[src/rtl/wb_initiator_if.sv]
// Request/response and Wishbone signal bundle for wb_initiator.
// The master modport is the initiator's view; slave is the requester/responder side.
`timescale 1ns/1ps
interface wb_initiator_if;
  logic        io_req_valid;
  logic        io_req_ready;
  logic [31:0] io_req_addr;
  logic [31:0] io_req_wdata;
  logic [3:0]  io_req_sel;
  logic        io_req_we;
  logic        io_resp_valid;
  logic        io_resp_ready;
  logic [31:0] io_resp_rdata;
  logic        io_resp_err;
  logic [31:0] io_wb_addr;
  logic [31:0] io_wb_wdata;
  logic [3:0]  io_wb_sel;
  logic        io_wb_we;
  logic        io_wb_cyc;
  logic        io_wb_stb;
  logic [31:0] io_wb_rdata;
  logic        io_wb_ack;

  modport master (
    input  io_req_valid, io_req_addr, io_req_wdata, io_req_sel, io_req_we,
    input  io_resp_ready, io_wb_rdata, io_wb_ack,
    output io_req_ready, io_resp_valid, io_resp_rdata, io_resp_err,
    output io_wb_addr, io_wb_wdata, io_wb_sel, io_wb_we, io_wb_cyc, io_wb_stb
  );

  modport slave (
    output io_req_valid, io_req_addr, io_req_wdata, io_req_sel, io_req_we,
    output io_resp_ready, io_wb_rdata, io_wb_ack,
    input  io_req_ready, io_resp_valid, io_resp_rdata, io_resp_err,
    input  io_wb_addr, io_wb_wdata, io_wb_sel, io_wb_we, io_wb_cyc, io_wb_stb
  );
endinterface

[src/rtl/wb_initiator.sv]
// Single-access Wishbone classic initiator: one valid/ready request -> one bus cycle -> one response.
// Optional ack timeout enabled by defining WB_TIMEOUT_EN.
`timescale 1ns/1ps
module wb_initiator #(
  parameter int TIMEOUT_CYCLES = 255
) (
  input  logic           clock,
  input  logic           reset,
  wb_initiator_if.master bus
);

  typedef enum logic [1:0] {IDLE, BUS, RESP} state_e;

  // Counter is 16 bits, so the limit must fit.
  if (TIMEOUT_CYCLES < 1 || TIMEOUT_CYCLES > 65535) begin : g_bad_timeout
    $error("wb_initiator: TIMEOUT_CYCLES out of range 1..65535");
  end

  state_e      state_q, state_d;
  logic        req_ready_q, req_ready_d;
  logic        resp_valid_q, resp_valid_d;
  logic [31:0] resp_rdata_q, resp_rdata_d;
  logic        resp_err_q, resp_err_d;
  logic [31:0] addr_q, addr_d;
  logic [31:0] wdata_q, wdata_d;
  logic [3:0]  sel_q, sel_d;
  logic        we_q, we_d;
  logic        cyc_q, cyc_d;
`ifdef WB_TIMEOUT_EN
  localparam logic [15:0] TO_LAST = 16'(TIMEOUT_CYCLES - 1);
  logic [15:0] cnt_q, cnt_d;
`endif

  always_comb begin
    state_d      = state_q;
    req_ready_d  = req_ready_q;
    resp_valid_d = resp_valid_q;
    resp_rdata_d = resp_rdata_q;
    resp_err_d   = resp_err_q;
    addr_d       = addr_q;
    wdata_d      = wdata_q;
    sel_d        = sel_q;
    we_d         = we_q;
    cyc_d        = cyc_q;
`ifdef WB_TIMEOUT_EN
    cnt_d        = cnt_q;
`endif
    case (state_q)
      IDLE: begin
        if (bus.io_req_valid) begin
          addr_d      = bus.io_req_addr;
          wdata_d     = bus.io_req_wdata;
          sel_d       = bus.io_req_sel;
          we_d        = bus.io_req_we;
          cyc_d       = 1'b1;
          req_ready_d = 1'b0;
          state_d     = BUS;
`ifdef WB_TIMEOUT_EN
          cnt_d       = '0;
`endif
        end
      end
      BUS: begin
        // ack takes priority over a coincident timeout expiry
        if (bus.io_wb_ack) begin
          cyc_d        = 1'b0;
          resp_rdata_d = we_q ? 32'h0 : bus.io_wb_rdata;
          resp_err_d   = 1'b0;
          resp_valid_d = 1'b1;
          state_d      = RESP;
        end
`ifdef WB_TIMEOUT_EN
        else if (cnt_q == TO_LAST) begin
          cyc_d        = 1'b0;
          resp_rdata_d = 32'h0;
          resp_err_d   = 1'b1;
          resp_valid_d = 1'b1;
          state_d      = RESP;
        end else begin
          cnt_d = cnt_q + 16'd1;
        end
`endif
      end
      RESP: begin
        if (bus.io_resp_ready) begin
          resp_valid_d = 1'b0;
          req_ready_d  = 1'b1;
          state_d      = IDLE;
        end
      end
      default: state_d = IDLE;
    endcase
  end

  always_ff @(posedge clock or negedge reset) begin
    if (!reset) begin
      state_q      <= IDLE;
      req_ready_q  <= 1'b1;
      resp_valid_q <= 1'b0;
      resp_rdata_q <= '0;
      resp_err_q   <= 1'b0;
      addr_q       <= '0;
      wdata_q      <= '0;
      sel_q        <= '0;
      we_q         <= 1'b0;
      cyc_q        <= 1'b0;
`ifdef WB_TIMEOUT_EN
      cnt_q        <= '0;
`endif
    end else begin
      state_q      <= state_d;
      req_ready_q  <= req_ready_d;
      resp_valid_q <= resp_valid_d;
      resp_rdata_q <= resp_rdata_d;
      resp_err_q   <= resp_err_d;
      addr_q       <= addr_d;
      wdata_q      <= wdata_d;
      sel_q        <= sel_d;
      we_q         <= we_d;
      cyc_q        <= cyc_d;
`ifdef WB_TIMEOUT_EN
      cnt_q        <= cnt_d;
`endif
    end
  end

  assign bus.io_req_ready  = req_ready_q;
  assign bus.io_resp_valid = resp_valid_q;
  assign bus.io_resp_rdata = resp_rdata_q;
  assign bus.io_resp_err   = resp_err_q;
  assign bus.io_wb_addr    = addr_q;
  assign bus.io_wb_wdata   = wdata_q;
  assign bus.io_wb_sel     = sel_q;
  assign bus.io_wb_we      = we_q;
  assign bus.io_wb_cyc     = cyc_q;
  assign bus.io_wb_stb     = cyc_q;

endmodule
[src/flat_wrapper.sv]
// flat-port wrapper written by rule: the top's interface ports become plain ports
module wb_initiator_flat 
#(
  parameter int TIMEOUT_CYCLES = 255
)
  (clock, reset, bus_io_req_valid, bus_io_req_addr, bus_io_req_wdata, bus_io_req_sel, bus_io_req_we, bus_io_resp_ready, bus_io_wb_rdata, bus_io_wb_ack, bus_io_req_ready, bus_io_resp_valid, bus_io_resp_rdata, bus_io_resp_err, bus_io_wb_addr, bus_io_wb_wdata, bus_io_wb_sel, bus_io_wb_we, bus_io_wb_cyc, bus_io_wb_stb);
  wb_initiator_if bus_i ();
  input  logic clock;
  input  logic reset;
  input wire logic [$bits(bus_i.io_req_valid)-1:0] bus_io_req_valid;
  input wire logic [$bits(bus_i.io_req_addr)-1:0] bus_io_req_addr;
  input wire logic [$bits(bus_i.io_req_wdata)-1:0] bus_io_req_wdata;
  input wire logic [$bits(bus_i.io_req_sel)-1:0] bus_io_req_sel;
  input wire logic [$bits(bus_i.io_req_we)-1:0] bus_io_req_we;
  input wire logic [$bits(bus_i.io_resp_ready)-1:0] bus_io_resp_ready;
  input wire logic [$bits(bus_i.io_wb_rdata)-1:0] bus_io_wb_rdata;
  input wire logic [$bits(bus_i.io_wb_ack)-1:0] bus_io_wb_ack;
  output wire logic [$bits(bus_i.io_req_ready)-1:0] bus_io_req_ready;
  output wire logic [$bits(bus_i.io_resp_valid)-1:0] bus_io_resp_valid;
  output wire logic [$bits(bus_i.io_resp_rdata)-1:0] bus_io_resp_rdata;
  output wire logic [$bits(bus_i.io_resp_err)-1:0] bus_io_resp_err;
  output wire logic [$bits(bus_i.io_wb_addr)-1:0] bus_io_wb_addr;
  output wire logic [$bits(bus_i.io_wb_wdata)-1:0] bus_io_wb_wdata;
  output wire logic [$bits(bus_i.io_wb_sel)-1:0] bus_io_wb_sel;
  output wire logic [$bits(bus_i.io_wb_we)-1:0] bus_io_wb_we;
  output wire logic [$bits(bus_i.io_wb_cyc)-1:0] bus_io_wb_cyc;
  output wire logic [$bits(bus_i.io_wb_stb)-1:0] bus_io_wb_stb;
  assign bus_i.io_req_valid = bus_io_req_valid;
  assign bus_i.io_req_addr = bus_io_req_addr;
  assign bus_i.io_req_wdata = bus_io_req_wdata;
  assign bus_i.io_req_sel = bus_io_req_sel;
  assign bus_i.io_req_we = bus_io_req_we;
  assign bus_i.io_resp_ready = bus_io_resp_ready;
  assign bus_i.io_wb_rdata = bus_io_wb_rdata;
  assign bus_i.io_wb_ack = bus_io_wb_ack;
  assign bus_io_req_ready = bus_i.io_req_ready;
  assign bus_io_resp_valid = bus_i.io_resp_valid;
  assign bus_io_resp_rdata = bus_i.io_resp_rdata;
  assign bus_io_resp_err = bus_i.io_resp_err;
  assign bus_io_wb_addr = bus_i.io_wb_addr;
  assign bus_io_wb_wdata = bus_i.io_wb_wdata;
  assign bus_io_wb_sel = bus_i.io_wb_sel;
  assign bus_io_wb_we = bus_i.io_wb_we;
  assign bus_io_wb_cyc = bus_i.io_wb_cyc;
  assign bus_io_wb_stb = bus_i.io_wb_stb;
  wb_initiator #(.TIMEOUT_CYCLES(TIMEOUT_CYCLES)) u_core (.clock(clock), .reset(reset), .bus(bus_i));
endmodule
[config.mk]
export PLATFORM = sky130hd
export DESIGN_NAME = wb_initiator_flat
export DESIGN_NICKNAME = d
export VERILOG_FILES = /design/src/rtl/wb_initiator_if.sv /design/src/rtl/wb_initiator.sv /design/src/flat_wrapper.sv
export SDC_FILE = /design/constraint.sdc
export NUM_CORES = 1
export LEC_CHECK = 0
export CAP_MARGIN = 5
export CORE_UTILIZATION = 40
export CTS_CLUSTER_DIAMETER = 120
export CTS_CLUSTER_SIZE = 16
export DETAILED_ROUTE_END_ITERATION = 10
export PLACE_DENSITY_LB_ADDON = 0.1
export SLEW_MARGIN = 20
export SYNTH_ARGS = -nofsm -noshare
export SYNTH_HDL_FRONTEND = slang
export SYNTH_SLANG_ARGS = --single-unit
[constraint.sdc]
create_clock -name clock -period 1.6 [get_ports clock]
set_input_delay 0.16 -clock clock [delete_from_list [all_inputs] [get_ports clock]]
set_output_delay 0.16 -clock clock [all_outputs]
set_load 0.005 [all_outputs]
==> metrics.txt <==
fraction of synthesized area in multiplexers 19.6%; commonest non-fill, non-tap cells in the layout clkdlybuf4s50_1, dfrtp_1, mux2_2; routed via count 3090; GRT overflow 0; Setup WS post-layout 0.116 ns; synthesis warning total 0; vias per cell 4.66; Fill cells 810; Tightest Hold Check Type input port to async pin; Core Region 9950 µm²; crit path max-delay cell type clkdlybuf4s50_1; initial antenna violation count 0; placed cells 646; I/O Pins around 210; post-route design area 6650 µm²; synth unique cells 20; Final min period 1.48 ns; Worst Path Arrival 1.32 ns; R2R setup slack 0.16 ns; placed inst area 6460 µm²; Syn Inst Count 310; CTS H-tree depth 3; status complete, no violations; Inserted Clock Buffers 9; hpwl dp 7670 µm; WL per Instance 15.3 µm; Final Hold Fails 0; crit path max fanout 4; clock buffer depth 2; R2R depth 4; Place WS -0.0749 ns; Worst-Skew Late Latency 0.37 ns; clock-pin slew on the worst setup and hold paths 0.10 ns; clock sink total 106; RR Startpoint u_core.state_q[0]$_DFFE_PN0P_; Storage cell area around 2700 µm²; Iteration-0 DRC Markers 63; main combinational cell family by area after synthesis multiplexers; Worst Setup End Kind output port; CTS Root Cell clkbuf_8; critical path cell sequence clkdlybuf4s50_1; Die Height roughly 100 µm; clk_skew roughly 0.010 ns; vias in the first global route 3137; gr usage total 19.4%; CP max stage delay 0.53 ns; total power 11.8 mW; multi-input logic area 1390 µm²; first-pass GRT wire length about 16000 µm; final net count 631; Leak about 2.8 nW; Final ANT Viol Nets 0; adder-cell share of the synthesized area 0%; die area 10800 µm²; Max Freq 0.674 GHz; Power Dens Cells 1770 nW/µm²; Post-Layout Cell Count 663; initial core utilization 41.8%; Largest delay share family, worst path buffers and inverters; Total Wirelength 10200 µm; flops & latches, synth 106; share of cells above drive strength 1 19.1%; Net Count, Synth 416; most common cell after layout, fill and taps aside clkdlybuf4s50_1; RSZ-0062 raised after global routing false; Critical Path RT 1.44 ns; Critical R2R Capture u_core.bus.io_wb_addr[27]$_DFFE_PN0P_; Syn-to-layout area delta 59.7%; worst vdd ir about 710 µV; synthesized cell area around 4200 µm²; # DRC 0; setup TNS 0 ns; period utilisation layout 92.8%; row count 36; worst setup path class flip-flop to output port; Max Cap Violations 0; XOR/XNOR Fraction of Synth Area 0%; Synth Area in Compound Gates 4.99%; die width about 100 µm; IO Port Bufs between 200 and 250; Pre-antenna DRT Iters 4; setup bufs post-CTS 0; Syn Area/Cell about 13 µm²; Worst Path Buf+Inv 1; simple-gate portion of the synthesized area 8.83%; Antenna diodes 0; final slew viol count 0; final setup fails 0; TritonCTS clock tree done; pin count of the biggest net entering global routing 66; Seq/Total Area, Yosys between 60 and 70%; CP Launch Type flip-flop; Critical path origin u_core.bus.io_wb_cyc$_DFFE_PN0P_; Placer Congestion 0.758
worst max path at each step:
stage | endpoint | slack (ns) | cells after the start
floorplan | u_core.bus.io_wb_addr[0]$_DFFE_PN0P_ | 0.18 | 5
global placement | u_core.bus.io_wb_addr[8]$_DFFE_PN0P_ | -0.05 | 5
detailed placement | u_core.bus.io_wb_addr[27]$_DFFE_PN0P_ | -0.07 | 5
CTS | bus_io_wb_stb | 0.08 | 1
global route | bus_io_wb_cyc | 0.04 | 1
finish | bus_io_wb_stb | 0.12 | 1
sequential cells by signal, summed over array words and instances (netlist names):
name / cells
u_core.bus.io_resp_valid: 1
u_core.bus.io_wb_cyc: 1
u_core.state_q: 2
u_core.bus.io_req_ready: 1
u_core.bus.io_wb_sel: 4
u_core.bus.io_wb_addr: 32
u_core.bus.io_resp_rdata: 32
u_core.bus.io_wb_we: 1
u_core.bus.io_wb_wdata: 32
what timing repair did:
| item | in CTS | in global routing |
|---|---|---|
| hold endpoints to repair | 30 | 0 |
| endpoints found under the setup margin | 1 | 0 |
| gates resized for setup | 1 | 0 |
| hold buffers | 1 | 0 |
power breakdown:
group	switching [mW]	internal, mW	total [mW]	leakage, nW
Clock	0.917	0.577	1.49	0.0935
Sequential	0.660	3.99	4.65	1.28
Combinational	1.83	3.81	5.64	1.41
Total	3.41	8.37	11.8	2.79
kinds of logic (layout without fill, tap and decap cells):
logic type / Yosys count / after routing
AOI/OAI and AO/OA: 41 / 41
buffers and inverters: 22 / 242
DFF: 106 / 106
muxes: 69 / 69
other: 1 / 1
and+or+nand+nor: 71 / 71
layout make-up:
type                            instances  share of cell area [%]
Tap cell                              133                    2.50
Multi-Input combinational cell        182                    21.0
Inverter                                3                   0.169
Sequential cell                       106                    39.9
Clock inverter                          7                   0.809
Clock buffer                            9                    1.86
Timing Repair Buffer                  223                    33.8
cells in the mapped netlist, drive strengths merged:
cell type / count / area (µm²)
dfrtp: 105 / 2630
nand2b: 33 / 214
o31ai: 1 / 7.51
o21ai: 34 / 170
conb: 1 / 3.75
dfstp: 1 / 26.3
inv: 3 / 11.3
nand3b: 1 / 7.51
clkbuf: 4 / 15.0
buf: 15 / 91.3
nand2: 34 / 128
nor2: 3 / 18.8
mux2: 69 / 815
a21oi: 6 / 30.0
routing by layer:
metal | part of all wire, % | global-route usage, % | up-vias
met1 | 43 | 23.2 | 1487
met3 | 8.0 | 6.08 | 11
met4 | 1.6 | 7.86 | 0
met5 | 0 | 0 | -
li1 | - | - | 1468
met2 | 48 | 32.3 | 124
metrics by stage:
step	hold slack [ns]	utilization, %
finish	0.280	66.8
global route	0.319	66.8
CTS	0.283	66.8
detailed placement	0.141	64.9
global placement	0.150	64.9
floorplan	-0.136	-
No activity file was read; power rests on OpenSTA's default activity.
